[config.mk]
export PLATFORM = sky130hd
export DESIGN_NAME = tt_sweep_extractor_flat
export DESIGN_NICKNAME = d
export VERILOG_FILES = /design/src/rtl/tt_sweep_extractor_if.sv /design/src/rtl/tt_sweep_extractor.sv /design/src/flat_wrapper.sv
export SDC_FILE = /design/constraint.sdc
export NUM_CORES = 1
export LEC_CHECK = 0
export BUFFER_PORTS_ARGS = -buffer_cell sky130_fd_sc_hd__buf_2
export CELL_PAD_IN_SITES_DETAIL_PLACEMENT = 1
export CELL_PAD_IN_SITES_GLOBAL_PLACEMENT = 1
export CORE_MARGIN = 1.5
export CORE_UTILIZATION = 30
export DETAILED_ROUTE_END_ITERATION = 8
export PLACE_DENSITY = 0.68
export REMOVE_ABC_BUFFERS = 1
export SLEW_MARGIN = 0
export SYNTH_ARGS = -nofsm -noshare
export SYNTH_HDL_FRONTEND = slang
export SYNTH_SLANG_ARGS = --single-unit
[constraint.sdc]
create_clock -name clk -period 2.3 [get_ports clk]
set_input_delay 0.23 -clock clk [delete_from_list [all_inputs] [get_ports clk]]
set_output_delay 0.23 -clock clk [all_outputs]
set_load 0.02 [all_outputs]
[src/rtl/tt_sweep_extractor_if.sv]
// Sweep extractor bus: start/expected table in, minterm out to the FUT, FUT response back, results out.
// master = sequencing agent and FUT; slave = the extractor itself.
interface tt_sweep_extractor_if;
    logic         start;
    logic [127:0] exp_tt;
    logic         fn_in;
    logic [6:0]   x_out;
    logic         busy;
    logic         done;
    logic [127:0] tt;
    logic [7:0]   onset_count;
    logic         match;
    logic [6:0]   first_mismatch;

    modport master (
        output start, exp_tt, fn_in,
        input  x_out, busy, done, tt, onset_count, match, first_mismatch
    );

    modport slave (
        input  start, exp_tt, fn_in,
        output x_out, busy, done, tt, onset_count, match, first_mismatch
    );
endinterface

[src/rtl/tt_sweep_extractor.sv]
// Walks all 128 minterms of a 7-input FUT and captures its truth table, onset count and expected-table compare.
// done 129+FN_LATENCY cycles after an accepted start; no backpressure, start is dropped unless idle.
module tt_sweep_extractor #(
    parameter int FN_LATENCY = 0
) (
    input  logic            clk,
    input  logic            reset,
    tt_sweep_extractor_if.slave sw
);

    typedef enum logic [1:0] {IDLE, SWEEP, DRAIN, DONE} state_t;

    state_t       state, state_nx;
    logic [127:0] exp_q;
    logic         mm_flag;
    logic         issue_vld;
    logic         cap_vld;
    logic [6:0]   cap_idx;
    logic         cap_mis;
    logic         last_cap;

    assign issue_vld = (state == SWEEP);

    // The capture slot is the issued index delayed by the FUT latency.
    generate
        if (FN_LATENCY == 0) begin : g_comb
            assign cap_vld = issue_vld;
            assign cap_idx = sw.x_out;
        end else begin : g_pipe
            logic [FN_LATENCY-1:0] dly_vld;
            logic [6:0]            dly_idx [FN_LATENCY];

            always_ff @(posedge clk) begin
                if (reset) begin
                    dly_vld <= '0;
                    for (int i = 0; i < FN_LATENCY; i++) dly_idx[i] <= '0;
                end else begin
                    dly_vld[0] <= issue_vld;
                    dly_idx[0] <= sw.x_out;
                    for (int i = 1; i < FN_LATENCY; i++) begin
                        dly_vld[i] <= dly_vld[i-1];
                        dly_idx[i] <= dly_idx[i-1];
                    end
                end
            end

            assign cap_vld = dly_vld[FN_LATENCY-1];
            assign cap_idx = dly_idx[FN_LATENCY-1];
        end
    endgenerate

    assign cap_mis  = cap_vld && (sw.fn_in != exp_q[cap_idx]);
    assign last_cap = cap_vld && (cap_idx == 7'd127);

    always_ff @(posedge clk) begin
        if (reset) state <= IDLE;
        else       state <= state_nx;
    end

    always_comb begin
        state_nx = state;
        case (state)
            IDLE:    if (sw.start) state_nx = SWEEP;
            // With a combinational FUT the last capture lands with the last issue, skipping DRAIN.
            SWEEP:   if (sw.x_out == 7'd127) state_nx = last_cap ? DONE : DRAIN;
            DRAIN:   if (last_cap) state_nx = DONE;
            DONE:    state_nx = IDLE;
            default: state_nx = IDLE;
        endcase
    end

    always_ff @(posedge clk) begin
        if (reset) begin
            exp_q             <= '0;
            mm_flag           <= 1'b0;
            sw.x_out          <= '0;
            sw.busy           <= 1'b0;
            sw.done           <= 1'b0;
            sw.tt             <= '0;
            sw.onset_count    <= '0;
            sw.match          <= 1'b0;
            sw.first_mismatch <= '0;
        end else begin
            sw.busy <= (state_nx != IDLE);
            sw.done <= (state_nx == DONE);
            if (state == IDLE && sw.start) begin
                exp_q             <= sw.exp_tt;
                mm_flag           <= 1'b0;
                sw.x_out          <= '0;
                sw.tt             <= '0;
                sw.onset_count    <= '0;
                sw.match          <= 1'b0;
                sw.first_mismatch <= '0;
            end else begin
                if (state == SWEEP && sw.x_out != 7'd127) sw.x_out <= sw.x_out + 7'd1;
                if (cap_vld) begin
                    sw.tt[cap_idx] <= sw.fn_in;
                    sw.onset_count <= sw.onset_count + {7'd0, sw.fn_in};
                    if (cap_mis && !mm_flag) begin
                        mm_flag           <= 1'b1;
                        sw.first_mismatch <= cap_idx;
                    end
                end
                // Fold in a mismatch on the final capture, which lands on the same edge.
                if (state_nx == DONE) sw.match <= !(mm_flag || cap_mis);
            end
        end
    end

endmodule

[src/flat_wrapper.sv]
// flat-port wrapper written by rule: the top's interface ports become plain ports
module tt_sweep_extractor_flat 
#(
    parameter int FN_LATENCY = 0
)
  (clk, reset, sw_start, sw_exp_tt, sw_fn_in, sw_x_out, sw_busy, sw_done, sw_tt, sw_onset_count, sw_match, sw_first_mismatch);
  tt_sweep_extractor_if sw_i ();
  input  logic clk;
  input  logic reset;
  input wire logic [$bits(sw_i.start)-1:0] sw_start;
  input wire logic [$bits(sw_i.exp_tt)-1:0] sw_exp_tt;
  input wire logic [$bits(sw_i.fn_in)-1:0] sw_fn_in;
  output wire logic [$bits(sw_i.x_out)-1:0] sw_x_out;
  output wire logic [$bits(sw_i.busy)-1:0] sw_busy;
  output wire logic [$bits(sw_i.done)-1:0] sw_done;
  output wire logic [$bits(sw_i.tt)-1:0] sw_tt;
  output wire logic [$bits(sw_i.onset_count)-1:0] sw_onset_count;
  output wire logic [$bits(sw_i.match)-1:0] sw_match;
  output wire logic [$bits(sw_i.first_mismatch)-1:0] sw_first_mismatch;
  assign sw_i.start = sw_start;
  assign sw_i.exp_tt = sw_exp_tt;
  assign sw_i.fn_in = sw_fn_in;
  assign sw_x_out = sw_i.x_out;
  assign sw_busy = sw_i.busy;
  assign sw_done = sw_i.done;
  assign sw_tt = sw_i.tt;
  assign sw_onset_count = sw_i.onset_count;
  assign sw_match = sw_i.match;
  assign sw_first_mismatch = sw_i.first_mismatch;
  tt_sweep_extractor #(.FN_LATENCY(FN_LATENCY)) u_core (.clk(clk), .reset(reset), .sw(sw_i));
endmodule
Word-level counts from Yosys, hierarchy flattened
Cells that the tools add are included.
Cells by class
  add/sub/neg operators: 2
  magnitude comparators: 2
  equality and inequality tests: 7
  muxes and demuxes: 10
  reductions and logical operators: 13
Operators with widths (count)
  128-bit bitwise mux: 1
  8-bit by 1-bit adder with 8-bit output: 1
  7-bit by 8-bit < comparator with 1-bit output (second input constant): 1
  2-bit case mux with 4 select lines: 1
  7-bit by 1-bit adder with 7-bit output (second input constant): 1
  1-bit binary-select mux with 7-bit select: 1
  1-bit demux with 7-bit select: 1
  7-bit == test (second input constant): 1
  7-bit by 1-bit greater-or-equal comparator with 1-bit output (second input constant): 1
  7-bit inequality test (second input constant): 1
  2-bit == test (second input constant): 3
  1-bit logical AND: 6
  2-bit two-way mux: 3
  1-bit two-way mux: 3
  2-bit by 1-bit == test with 1-bit output (second input constant): 1
  1-bit zero test: 2
  2-bit zero test: 1
  2-bit AND reduction: 1
  2-bit nonzero test: 1
  2-bit OR reduction: 1
  1-bit logical OR: 1
  1-bit inequality test: 1
Storage, ports and cells
  flip-flop bits (word level): 284
  input bits: 132
  output and inout bits: 153
  word-level logic and storage cells: 44

Logic depth before layout (Yosys ltp)
Gate-level depths: netlist (run 1).
  depth after elaboration: 6
  gate-level depth with buffers: 11
  gate-level depth less buffers: 8

Worst setup path before layout (run 1)
Ideal clock, no wire load.
  path type: reg2reg
  start: reg u_core.sw.x_out[0]
  end: reg u_core.mm_flag
  setup time: 0.115 ns
  arrival time: 2.402 ns
  data required time: 2.185 ns
  setup slack: -0.216 ns
  cell stages (with the launch flop): 10
  path buffers: 2
  clock period less this slack: 2.516 ns
  cells stage by stage: dfxtp_1 -> buf_6 -> buf_12 -> mux4_2 -> a2111oi_2 -> a21oi_1 -> a22o_1 -> nor3_1 -> nor3_1 -> o21a_1
On the way
  cells in the longest elaborated chain, start to end: 6
RTL lines
  start, declared: line tt_sweep_extractor_if.sv:22  | output x_out, busy, done, tt, onset_count, match, first_mismatch
  start signal, assigned: line tt_sweep_extractor.sv:95  | if (state == SWEEP && sw.x_out != 7'd127) sw.x_out <= sw.x_out + 7'd1;
  1-bit binary-select mux with 7-bit select: line tt_sweep_extractor.sv:52  | assign cap_mis = cap_vld && (sw.fn_in != exp_q[cap_idx]);
  1-bit two-way mux (not written as such): line tt_sweep_extractor.sv:52
  1-bit inequality test: line tt_sweep_extractor.sv:52
  1-bit logical AND: line tt_sweep_extractor.sv:52
  1-bit logical AND: line tt_sweep_extractor.sv:99  | if (cap_mis && !mm_flag) begin
  2-bit AND reduction (no source line)
  end signal, assigned: line tt_sweep_extractor.sv:75  | mm_flag <= 1'b0;
  end signal, assigned: line tt_sweep_extractor.sv:88  | mm_flag <= 1'b0;
  end signal, assigned: line tt_sweep_extractor.sv:100  | mm_flag <= 1'b1;
  end, declared: line tt_sweep_extractor.sv:15  | logic mm_flag;
No other way between the ends. The select of a mux whose other input is x is not followed.
A chain may end at the register's enable or synchronous reset.

Worst setup path after layout (run 1)
  start: reg u_core.sw.x_out[0]
  end: reg u_core.sw.first_mismatch[5]
On the way
  cells in the longest elaborated chain, start to end: 6
RTL lines
  1-bit binary-select mux with 7-bit select: line tt_sweep_extractor.sv:52
  1-bit two-way mux (not written as such): line tt_sweep_extractor.sv:52
  1-bit inequality test: line tt_sweep_extractor.sv:52
  1-bit logical AND: line tt_sweep_extractor.sv:52
  1-bit logical AND: line tt_sweep_extractor.sv:99
  2-bit AND reduction (no source line)
  end signal, assigned: line tt_sweep_extractor.sv:101  | sw.first_mismatch <= cap_idx;
  end, declared: line tt_sweep_extractor_if.sv:22
No other way between the ends. The select of a mux whose other input is x is not followed.

==> results by group, run 1 <==
Clock network
  • CTS tree: done
  • Root Driver: clkbuf_16
  • H-tree depth: 2
  • Clock buffer depth: 3
  • Worst-Skew Late Latency: around 0.54 ns
  • Total number of clock tree sinks: ~280
  • Clock transition at path regs: about 0.06 ns
  • CTS Buf Count: 34

Power
  • Comb pwr share: a little under a tenth
  • Power share of the clock group: 46.7%
  • Power Density: between 700 and 800 nW/um2
  • Register share of total power: approximately 44%
  • Sw Ratio: approximately a quarter
  • Cell Int Power: a little under 9000 uW
  • Overall Power: about 12,000 uW
  • Peak supply drop: 0.568 mV
  • P_leak: ~0.0065 uW
  • Sw power: 2890 uW

Synth
  • Top cells by area, synth: dfxtp_1 48%, a21oi_1 11%, nand2_1 9.8%
  • Yosys top cell by area: dfxtp_1
  • Count of cell types in the netlist: 49
  • Async SR Flop Fraction: 0%
  • Post-Synth XOR/XNOR Area: less than 1%
  • YS warnings: 0
  • Largest family of logic cells by synthesized area: simple AND/OR/NAND/NOR gates
  • Share of the synthesized area in the top cell type: roughly half
  • Post-Syn Area: 11,700 um2
  • Synth Area in Compound Gates: 18.6%
  • Seq/Total Area, Yosys: between 40% and 50%
  • Synthesized instance count: 1,443
  • Post-synthesis mux area share: slightly above 7%
  • Most used DFF post-synth: dfxtp_1
  • Number of enable flip-flop cells after synthesis: 0
  • Avg Synthesized Cell Area: between 8 and 9 um2
  • Synth Register Bits: about 280
  • Adder-Cell Fraction of Synth Area: less than 1%
  • Simple-gate share of the synthesized area: 20.8%

Detailed routing
  • Vias: ~12,000
  • Antenna Nets Post-Route: 0
  • DRT Wirelength: between 40,000 and 50,000 um
  • 1st-iter DRT viols: approximately 580
  • Drt first pass iters: 6
  • DRC: 0
  • Via density: between 5 and 6
  • Routed length per instance: between 15 and 20 um

Timing
  • Crit path time final: around 2.5 ns
  • Endpoints failing setup: 9
  • RSZ-0062 raised after global routing: true
  • Crit share post-route: 108%
  • Final hold vios: 0
  • Fmax: roughly 0.40 GHz
  • Final WS setup: -0.191 ns
  • Clk_skew: 0.0319 ns
  • Worst-margin pin slew: around 0.63 ns
  • Max Slew Vio Count: 0
  • Slew headroom: roughly 58%

Cells and area
  • Area Overhead vs Synth: 41.8%
  • Most common cell after layout, fill and taps aside: nand2_1
  • Layout cells sized above 1: around 26%
  • Nets: slightly below 2,000
  • Commonest non-fill, non-tap cells in the layout: 306 x nand2_1, 282 x buf_2, 280 x dfxtp_1, 266 x a21oi_1, 147 x nand3_1

Outcome
  • Status: finished with violations
  • Failing checks: negative setup slack

Setup path
  • Worst path cell trace: buf_6, mux4_2, nor2b_1, a211oi_2, buf_4, nor4_2, a22o_1, o21ai_4, nand3_1, a21oi_1
  • RR Endpoint: u_core.sw.first_mismatch[5]
  • Top delay family on crit path: compound AO/OA/AOI/OAI gates
  • Worst Path Buf+Inv: 2
  • R2R depth: 10
  • Setup CP Type: reg -> reg
  • Largest stage delay, worst path: roughly 0.48 ns
  • Startpoint types: flip-flop
  • Crit path capture type: flip-flop
  • Worst r2r src: u_core.sw.x_out[0]
  • Req. time, crit path: roughly 2.7 ns
  • CP arrival: between 2 and 3 ns
  • Crit-path max FO: 8
  • R2R Setup Slk: -0.19 ns
  • Slowest CP cell: mux4_2

Global route
  • Vias in the first global route: ~13,000
  • Antenna violations before repair: 2
  • Global-route wire length before repair: around 73,000 um
  • GRT Overall Usage: between 20% and 30%
  • Largest net degree at the start of global routing: between 100 and 150
  • GR Overflow Total: 0

Worst hold path
  • Hold depth: 3
  • Hold Crit Class: in -> reg
  • Hold Path Sink: u_core.exp_q[69]
  • Hold Path Origin: sw_exp_tt[69]

Floorplanning
  • Boundary pin count: between 200 and 300
  • Die ar.: 40,300 um2
  • Initial Util: 30.3%
  • Chip Height: 201 um
  • Row count: 72
  • Core outline area: roughly 39,000 um2
  • Die X: roughly 200 um

Place
  • GP Congestion: 0.799
  • Setup WS pre-CTS: -0.361 ns
  • Post-DP HPWL: ~31,000 um
  • Port bufs: around 280

Flow run
  • MaxCap Viol Count: 0
-- cell type report --
cell class | instances | area (um2)
antenna | 1 | 2.50
clock buffer | 50 | 1060
clock inverter | 11 | 72.6
fill | 4625 | 22000
inverter | 2 | 7.51
multi-input combinational | 1039 | 5710
sequential | 284 | 5690
tap | 518 | 648
timing repair buffer | 486 | 3430
-- cell usage after synthesis, drive strengths merged, types with 2 or more instances --
library cell  number
a2111oi            2
a21boi             2
a21oi            268
a22oi              4
a31oi              3
and2               2
and3               3
buf               19
clkbuf            99
dfxtp            284
ha                 3
mux2               4
mux2i             16
mux4              27
nand2            307
nand2b             9
nand3            152
nand4             11
nor2              42
nor2b             11
nor3              17
nor4               4
o211ai             3
o21ai            129
or3                3
xnor2              2
xor2               5
-- cell families (layout without fill, tap and decap cells) --
logic type / count (synthesis) / in the layout
AOI/OAI and AO/OA: 419 / 419
xor gates and xnor gates: 7 / 7
adders and majority gates: 3 / 3
buffers and inverters: 120 / 549
DFF: 284 / 284
muxes: 47 / 47
other: 0 / 1
and+or+nand+nor: 563 / 563
-- how the worst max path moves through the flow --
| stage | to | startpoint | cells past startpoint | slack [ns] |
|---|---|---|---|---|
| after floorplan | u_core.sw.match | u_core.state[1] | 5 | -4.08 |
| after global placement | u_core.sw.first_mismatch[3] | u_core.sw.x_out[0] | 8 | -0.24 |
| after detailed placement | u_core.sw.first_mismatch[6] | u_core.sw.x_out[0] | 10 | -0.36 |
| after CTS | u_core.sw.first_mismatch[3] | u_core.sw.x_out[0] | 10 | -0.16 |
| after global routing | u_core.sw.first_mismatch[5] | u_core.sw.x_out[0] | 10 | -0.30 |
| final | u_core.sw.first_mismatch[5] | u_core.sw.x_out[0] | 10 | -0.19 |
-- state kept, by name, indices dropped and copies added (netlist names), 2 cells and up --
| name | count |
|---|---|
| u_core.state | 2 |
| u_core.sw.first_mismatch | 7 |
| u_core.sw.tt | 128 |
| u_core.sw.onset_count | 8 |
| u_core.sw.x_out | 7 |
| u_core.exp_q | 128 |
-- tightest hold or removal path: cells and delay by family --
family,cells,cell delay (ns)
compound gates,1,0.07
simple gates,1,0.08
buf+inv,1,0.10
-- per-layer routing --
layer | up-vias | GRT usage, % | share of wire, %
met5 | - | 0 | 0.036
met2 | 377 | 39.3 | 48
li1 | 5846 | - | -
met3 | 75 | 4.69 | 5.9
met4 | 2 | 6.07 | 2.0
met1 | 5976 | 29.6 | 44
-- per-stage QoR --
step	instance area (um2)	utilization (%)	TNS, ns	hold slack, ns	cells
final	16600	43.0	-1.27	0.0164	2391
after global routing	16600	43.0	-2.31	0.0120	2391
after CTS	16600	42.9	-1.18	0.00207	2388
after detailed placement	14100	36.4	-2.88	0.447	2200
after global placement	14100	36.4	-2.11	0.440	2200
after floorplan	11200	-	-627.88	0.299	1325
-- power by group through the flow --
stage | Clock (uW) | Combinational (uW) | Sequential (uW)
2_1_floorplan | 0 | 407 | 5240
6_report | 5440 | 1070 | 5150
3_3_place_gp | 0 | 838 | 5250
5_1_grt | 5750 | 1160 | 5160
3_5_place_dp | 0 | 856 | 5250
4_1_cts | 5540 | 1040 | 5150
-- repair_timing --
| action | in CTS | in global routing |
|---|---|---|
| hold buffers | 125 | 0 |
| resized for setup | 23 | 8 |
| setup buffers | 2 | 2 |
| endpoints found under the setup margin | 9 | 9 |
| endpoints found under the hold margin | 125 | 0 |
| pin swaps | 16 | 7 |
(Power assumes the default switching activity.)
==> run 2, diff against run 1 <==
--- a/config.mk
+++ b/config.mk
@@ -12,6 +12,7 @@
 export CORE_UTILIZATION = 30
 export DETAILED_ROUTE_END_ITERATION = 8
 export PLACE_DENSITY = 0.68
+export RECOVER_POWER = 50
 export REMOVE_ABC_BUFFERS = 1
 export SLEW_MARGIN = 0
 export SYNTH_ARGS = -nofsm -noshare
==> run 2 against run 1 <==
Against the previous run: the run still ends with negative setup slack left; setup slack worse by 0.0055 ns; critical path depth stayed put; clock-buffer cell count stayed put; first-iteration DRC count is 5.7% higher; sequential power hardly changed; wire length is 0.37% higher; total power hardly changed; clock skew is 0.0013 ns lower; sequential cell count stayed put; global-route usage stayed put; combinational power hardly changed; critical endpoint unchanged.
==> results by group, run 2 (synthesis results as in run 1) <==
Global route
  • GR Overflow Total: 0 (unchanged)
  • Antenna violations before repair: 2 (unchanged)
  • Global-route wire length before repair: 73,300 um (unchanged)
  • Largest net degree at the start of global routing: 127 (unchanged)
  • GRT Overall Usage: 23.0% (unchanged)
  • Vias in the first global route: 12,800 (unchanged)

Cells and area
  • Nets: 1,982 (unchanged)
  • Layout cells sized above 1: 17.8% (-8.0 points)
  • Most common cell after layout, fill and taps aside: nand2_1
  • FILL cells: 4,697 (+1.6%)
  • Biggest regs: u_core.exp_q: 128 flops, u_core.sw.tt: 128 flops, u_core.sw.onset_count: 8 flops
  • Area Overhead vs Synth: 40.1%
  • Commonest non-fill, non-tap cells in the layout: 306 x nand2_1, 280 x dfxtp_1, 266 x a21oi_1, 150 x clkbuf_1, 147 x nand3_1
  • Final design utilization: 42.5% (-0.51 points)

Clock network
  • Total number of clock tree sinks: 284 (unchanged)
  • CTS tree: done
  • Clock buffer depth: 3 (unchanged)
  • Root Driver: clkbuf_16
  • H-tree depth: 2 (unchanged)
  • Clock transition at path regs: 0.06 ns (about the same)
  • Worst-Skew Late Latency: 0.54 ns (about the same)
  • CTS Buf Count: 34 (unchanged)

Worst hold path
  • Hold Crit Class: in -> reg

Timing
  • Crit path time final: 2.50 ns (+0.00550 ns)
  • Fmax: 0.401 GHz (-0.22%)
  • Worst-margin pin slew: 1.04 ns (+0.406 ns)
  • Endpoints failing setup: 9 (unchanged)
  • Max Slew Vio Count: 0 (unchanged)
  • Clk_skew: 0.0306 ns (-0.00125 ns)
  • Final hold vios: 0 (unchanged)
  • Crit share post-route: 109% (+0.24 points)
  • RSZ-0062 raised after global routing: true
  • Tightest hold margin: 0.0142 ns (-0.00219 ns)
  • Slew headroom: 31.0% (-27 points)
  • Final WS setup: -0.196 ns (-0.00550 ns)
  • Sum of negative setup slack: -1.29 ns (-0.0174 ns)

Power
  • Power Density: 709 nW/um2 (+1.2%)
  • P_leak: 0.00587 uW (-10%)
  • Peak supply drop: 0.568 mV (-0.11%)
  • Overall Power: 11,700 uW (about the same)

Setup path
  • Crit path capture type: flip-flop
  • Crit-path max FO: 8 (unchanged)
  • CP arrival: 2.94 ns (about the same)
  • Req. time, crit path: 2.74 ns (about the same)
  • Setup CP Type: reg -> reg
  • Startpoint types: flip-flop

Detailed routing
  • 1st-iter DRT viols: 617 (+5.7%)
  • Via density: 5.13 (about the same)
  • Vias: 12,300 (-0.024%)
  • DRC: 0 (unchanged)
  • Antenna Nets Post-Route: 0 (unchanged)
  • DRT Wirelength: 47,600 um (+0.37%)
  • Routed length per instance: 19.9 um (+0.37%)
  • Drt first pass iters: 5 (-1)

Floorplanning
  • Die X: 201 um (unchanged)
  • Die ar.: 40,300 um2 (unchanged)
  • Chip Height: 201 um (unchanged)
  • Initial Util: 30.3% (unchanged)
  • Boundary pin count: 285 (unchanged)
  • Row count: 72 (unchanged)
  • Core outline area: 38,600 um2 (unchanged)

Place
  • GP Congestion: 0.799 (unchanged)
  • Post-DP HPWL: 31,300 um (unchanged)
  • Port bufs: 284 (unchanged)

Outcome
  • Failing checks: negative setup slack
  • Status: finished with violations

Flow run
  • MaxCap Viol Count: 0 (unchanged)
## run 2: final timing paths
| check | start | to | slack, ns | cells after the start |
|---|---|---|---|---|
| max | u_core.sw.x_out[0] | u_core.sw.first_mismatch[5] | -0.20 | 10 |
| min | sw_exp_tt[69] | u_core.exp_q[69] | 0.01 | 3 |
| max reg2reg | u_core.sw.x_out[0] | u_core.sw.first_mismatch[5] | -0.20 | 10 |
| min reg2reg | u_core.exp_q[111] | u_core.exp_q[111] | 0.45 | 2 |
## run 2: critical path: stages, from the launching register on
cell and delay (ns):
dfxtp_4 0.45, buf_6 0.15, mux4_2 0.48, nor2b_1 0.15
a211oi_2 0.15, buf_4 0.15, nor4_2 0.05, a22o_1 0.27
o21ai_4 0.28, nand3_1 0.12, a21oi_1 0.16
## run 2: report_power, final
part | internal, uW | switching (uW)
Sequential | 5060 | 89.2
Combinational | 487 | 577
Clock | 3220 | 2230
## run 2: final cells by class
class,count,area (um2),area share (%)
clock buffers,50,1060,6.47
multi-input cells,1039,5700,34.7
well taps,518,648,3.94
diodes,1,2.50,0.0152
repair buffers,486,3240,19.7
inverters,2,7.51,0.0457
clock inverters,11,72.6,0.442
flip-flops and latches,284,5690,34.7
## run 2: what timing repair did
action	in CTS	in global routing
setup endpoints to repair	9	9
pin swaps	16	7
setup buffers	2	2
hold endpoints to repair	125	0
resized for setup	23	8
hold buffers	125	0
## run 2: metal layers
layer | part of all wire (%) | routed length, um | track usage, % | up-vias
met1 | 44 | 20900 | 29.6 | 5968
met3 | 6.3 | 2980 | 4.69 | 72
met4 | 2.0 | 928 | 6.07 | 2
li1 | - | - | - | 5842
met2 | 48 | 22800 | 39.3 | 389
met5 | 0.036 | 17 | 0 | -
## run 2: through the flow
stage / instances / worst slack [ns] / instance area [um2]
5_1_grt: 2391 / -0.297 / 16400
3_5_place_dp: 2200 / -0.361 / 14100
2_1_floorplan: 1325 / -4.08 / 11200
3_3_place_gp: 2200 / -0.244 / 14100
6_report: 2391 / -0.196 / 16400
4_1_cts: 2388 / -0.158 / 16600
